**config.mk**
```make
export PLATFORM = sky130hd
export DESIGN_NAME = weight_init_sequencer
export DESIGN_NICKNAME = d
export VERILOG_FILES = /design/src/rtl/weight_init_sequencer.sv
export SDC_FILE = /design/constraint.sdc
export NUM_CORES = 1
export LEC_CHECK = 0
export ABC_AREA = 0
export CORE_AREA = 2 2 73 75
export DETAILED_ROUTE_END_ITERATION = 10
export DIE_AREA = 0 0 75 77
export PLACE_DENSITY = 0.76
export SYNTH_ARGS = -nofsm -noshare
export SYNTH_HDL_FRONTEND = slang
export SYNTH_SLANG_ARGS = --single-unit
```
**constraint.sdc**
```tcl
create_clock -name clk -period 2.1 [get_ports clk]
set_input_delay 0.42 -clock clk [delete_from_list [all_inputs] [get_ports clk]]
set_output_delay 0.42 -clock clk [all_outputs]
set_load 0.005 [all_outputs]
```
**src/rtl/weight_init_sequencer.sv**
```systemverilog
// Loads signed weights into the weight RAM one layer bank at a time from a valid/ready stream,
// and withholds the RAM from the compute engine until loading completes. Optional: WINIT_CHECKSUM_EN.
module weight_init_sequencer #(
    parameter int unsigned DATA_W = 10,
    parameter int unsigned ADDR_W = 10,
    parameter int unsigned DEPTH0 = 16,
    parameter int unsigned DEPTH1 = 16,
    parameter int unsigned DEPTH2 = 8
) (
    input  logic              clk,
    input  logic              rst_n,
    input  logic              start,
    input  logic              in_valid,
    input  logic [DATA_W-1:0] in_data,
    output logic              in_ready,
    output logic              we,
    output logic [ADDR_W-1:0] addr,
    output logic [DATA_W-1:0] wdata,
    output logic [1:0]        layer,
    output logic              busy,
    output logic              done,
    output logic [ADDR_W+1:0] count,
    input  logic              compute_req,
`ifdef WINIT_CHECKSUM_EN
    output logic              compute_gnt,
    output logic [15:0]       checksum
`else
    output logic              compute_gnt
`endif
);

    localparam int unsigned CNT_W  = ADDR_W + 2;
    localparam int unsigned CSUM_W = 16;

    localparam logic [1:0] S_IDLE = 2'd0;
    localparam logic [1:0] S_LOAD = 2'd1;
    localparam logic [1:0] S_NEXT = 2'd2;
    localparam logic [1:0] S_DONE = 2'd3;

    localparam logic [ADDR_W-1:0] LAST0 = ADDR_W'(DEPTH0 - 1);
    localparam logic [ADDR_W-1:0] LAST1 = ADDR_W'(DEPTH1 - 1);
    localparam logic [ADDR_W-1:0] LAST2 = ADDR_W'(DEPTH2 - 1);

    logic [1:0]        state;
    logic [1:0]        next_state;
    logic [ADDR_W-1:0] wcnt;
    logic [ADDR_W-1:0] cur_last_c;
    logic              accept_c;
    logic              final_c;
    logic              idle_or_done_c;

    // Last address of the bank currently being filled
    always_comb begin
        cur_last_c = LAST2;
        case (layer)
            2'd0:    cur_last_c = LAST0;
            2'd1:    cur_last_c = LAST1;
            default: cur_last_c = LAST2;
        endcase
    end

    assign accept_c       = in_ready & in_valid;
    assign final_c        = accept_c && (wcnt == cur_last_c);
    assign idle_or_done_c = (state == S_IDLE) || (state == S_DONE);

    always_ff @(posedge clk or negedge rst_n) begin
        if (!rst_n) begin
            state <= S_IDLE;
        end else begin
            state <= next_state;
        end
    end

    always_comb begin
        next_state = state;
        case (state)
            S_IDLE, S_DONE: begin
                if (start) begin
                    next_state = S_LOAD;
                end
            end
            S_LOAD: begin
                if (final_c) begin
                    next_state = (layer == 2'd2) ? S_DONE : S_NEXT;
                end
            end
            S_NEXT:  next_state = S_LOAD;
            default: next_state = S_IDLE;
        endcase
    end

    // Status flags track the state being entered so they line up with it
    always_ff @(posedge clk or negedge rst_n) begin
        if (!rst_n) begin
            in_ready    <= 1'b0;
            busy        <= 1'b0;
            done        <= 1'b0;
            compute_gnt <= 1'b0;
        end else begin
            in_ready    <= (next_state == S_LOAD);
            busy        <= (next_state == S_LOAD) || (next_state == S_NEXT);
            done        <= (next_state == S_DONE);
            compute_gnt <= idle_or_done_c && !start && compute_req;
        end
    end

    // Write port, per-layer address counter and running word count
    always_ff @(posedge clk or negedge rst_n) begin
        if (!rst_n) begin
            we    <= 1'b0;
            addr  <= '0;
            wdata <= '0;
            wcnt  <= '0;
            layer <= 2'd0;
            count <= '0;
        end else begin
            we <= accept_c;
            if (idle_or_done_c && start) begin
                wcnt  <= '0;
                layer <= 2'd0;
                count <= '0;
            end
            if (accept_c) begin
                wdata <= in_data;
                addr  <= wcnt;
                count <= count + CNT_W'(1);
                wcnt  <= final_c ? '0 : wcnt + ADDR_W'(1);
            end
            // Bank switch waits until the last write of the old bank has been presented
            if (state == S_NEXT) begin
                layer <= layer + 2'd1;
            end
        end
    end

`ifdef WINIT_CHECKSUM_EN
    always_ff @(posedge clk or negedge rst_n) begin
        if (!rst_n) begin
            checksum <= '0;
        end else if (idle_or_done_c && start) begin
            checksum <= '0;
        end else if (accept_c) begin
            checksum <= checksum + CSUM_W'($signed(in_data));
        end
    end
`endif

endmodule
```
==> run summary <==
worst setup margin: 0.1964 ns
status: finished clean
TritonCTS buffer count: 5
Total Nets Final: 324
# Post-CTS Setup Buffers: 0
power per cell area: 991.3 nW/um^2
cts-stage hold buffer count: 0
cells taking the most area after synthesis: dfrtp_1 (55%), nand2_1 (13%), ha_1 (3.2%)
Routed Antenna Nets: 0
internal power: 2142 uW
worst min path class: in -> async
max-slew violation total from the final report: 0
CTS Sinks: 51
Die Y-Extent: 77 microns
DRC marker count from the first detailed-route iteration: 84
Ys Warns: 0
cells after synthesis: 245
Largest stage delay, worst path: 0.53 ns
endpoints failing hold: 0
core area: 4977 sq um
HPWL Detailed: 3441 microns
post-synth top area cell: dfrtp_1
leakage: 0.001481 uW
Yosys top cell area share: 54.66%
largest net degree at the start of global routing: 28
worst path arrival time: 2.13 ns
Avg Cell Area, Syn: 9.530 sq um
GRT Util Overall: 17.35%
CTS H-tree depth: 2
Post-synth EDFFs: 0
Synth Flop Type: dfrtp_1
# rows: 26
MaxCap Viol Count: 0
slowest CP cell: a21oi_2
initial antenna violation count: 0
PostCTS Resize Cnt: 0
most frequent cell after synthesis: nand2_1
die area: 5775 sq um
peak supply drop: 760.0 uV
Comb power frac: 34.1%
Die W: 75 microns
first-pass GRT wire length: 7900 microns
Vias: 1910
RSZ-0062 raised after global routing: false
final WL: 4777 microns
period utilisation layout: 90.65%
required time of the critical path: 2.33 ns
total negative slack: 0 ns
ys async rst share: 100.0%
number of global-route vias before repair: 1747
TritonCTS clock tree: done
minimum clock period: 1.904 ns
total gr overflow: 0
fmax: 525.3 MHz
Netlist cell types: 41
Crit path buffers/inverters: 2
Post-route DRC: 0
Net Switching: 927.6 uW
Vias/cell: 5.107
CP max FO: 16
normalized max-slew margin: 54.91%
Crit path max-delay family: compound AO/OA/AOI/OAI gates
Syn Nets: 266
Root Buffer: clkbuf_8
Initial Util: 46.91%
Ant. Diodes: 0
clk_lat worst skew: 0.30 ns
Wirelength per Cell: 12.77 microns
CTS max path bufs: 2
Port Buffers: 53
Setup violations, final: 0
Reg clk slew, reported paths: 0.09 ns
startpoint types: flip-flop
RePlAce Congestion: 0.8109
Syn-to-layout area delta: 32.64%
share of cells above drive strength 1: 8.553%
power share of the sequential group: 43.3%
synthesis-stage register bit count: 51
IO Count: 54
most frequent cells after synthesis: nand2_1 (81), dfrtp_1 (51), o21ai_0 (12)
TritonRoute pass-1 iters: 4
Worst setup EP type: flip-flop
post-synthesis sequential area ratio: 54.66%
skew final: 0.002656 ns
Post-Syn Area: 2335 sq um
Slew @ Worst Pin: 0.6763 ns
WS Path Type: reg -> reg
Clock power frac: 22.6%
pre-CTS setup slack: 0.004111 ns
fin util: 62.22%
sw frac: 30.22%
CP cell instances: inv_1, ha_1, buf_4, a21oi_2, o21bai_1, o2bb2ai_1
r2r setup slk: 0.20 ns
final timing paths:
kind / end / start / cells past startpoint
max: wcnt[3] / state[0] / 6
min in group clk: addr[5] / addr[5] / 2
min: addr[8] / rst_n / 1
max reg2reg: wcnt[3] / state[0] / 6
max in group asynchronous: layer[0] / rst_n / 2
min reg2reg: addr[5] / addr[5] / 2
cell usage in the layout (no fill, tap or decap), types with 3 or more instances in the layout:
cell type        instances
a21oi_1                  3
and3_1                   4
buf_4                    8
clkbuf_8                 6
clkdlybuf4s50_1         52
dfrtp_1                 51
ha_1                     6
inv_1                    8
nand2_1                 81
nand2b_1                 3
nand3_1                 10
nand4_1                  5
nor2_1                   8
o211ai_1                 4
o21ai_0                 12
o31ai_1                  5
xor2_1                   3
layout make-up:
| cell class | instances | area [sq um] |
|---|---|---|
| Clock buffer | 6 | 82.58 |
| Clock inverter | 2 | 35.03 |
| Fill cell | 427 | 1881 |
| Inverter | 8 | 30.03 |
| Multi-Input combinational cell | 175 | 979.7 |
| Sequential cell | 51 | 1276 |
| Tap cell | 70 | 87.58 |
| Timing Repair Buffer | 62 | 605.6 |
layer usage:
metal / GRT usage [%] / up-vias / routed length, microns
met4: 3.750 / 0 / 49
met5: 0 / - / 0
li1: - / 947 / -
met1: 22.96 / 904 / 2150
met2: 28.16 / 53 / 2297
met3: 4.862 / 6 / 280
worst register-to-register path: cells and delay by family (launching register included):
family                     cells  cell delay (ns)
AOI/OAI and AO/OA              3             0.86
DFF                            1             0.41
adders and majority gates      1             0.34
buffers and inverters          2             0.23
registers in the layout, summed over array words and instances (netlist names):
signal	count
addr	10
done	1
we	1
busy	1
count	12
state	2
layer	2
compute_gnt	1
in_ready	1
wcnt	10
wdata	10
cell families after synthesis:
| logic type | count (synthesis) | share of synthesized area, % |
|---|---|---|
| adder cells (fa/ha/maj) | 6 | 3.215 |
| AND/OR/NAND/NOR | 125 | 25.08 |
| multiplexers | 4 | 2.036 |
| XOR/XNOR | 3 | 1.126 |
| AO/OA/AOI/OAI | 37 | 10.50 |
| buffers and inverters | 19 | 3.376 |
| flip-flops | 51 | 54.66 |
power groups by stage:
stage	Sequential, uW	Clock, uW	Combinational (uW)
5_1_grt	1360	758	1180
6_report	1330	693	1050
4_1_cts	1330	716	1070
3_3_place_gp	1340	0	1040
2_1_floorplan	1350	0	502
3_5_place_dp	1350	0	1060
stage by stage:
stage	instances	hold slack, ns	power, uW	instance area [sq um]
3_5_place_dp	366	0.4497	2412	2979
6_report	374	0.1124	3070	3097
3_3_place_gp	366	0.4400	2381	2979
5_1_grt	374	0.1355	3292	3097
4_1_cts	374	0.1198	3114	3097
2_1_floorplan	245	0.1244	1850	2335
(Power assumes the default switching activity.)
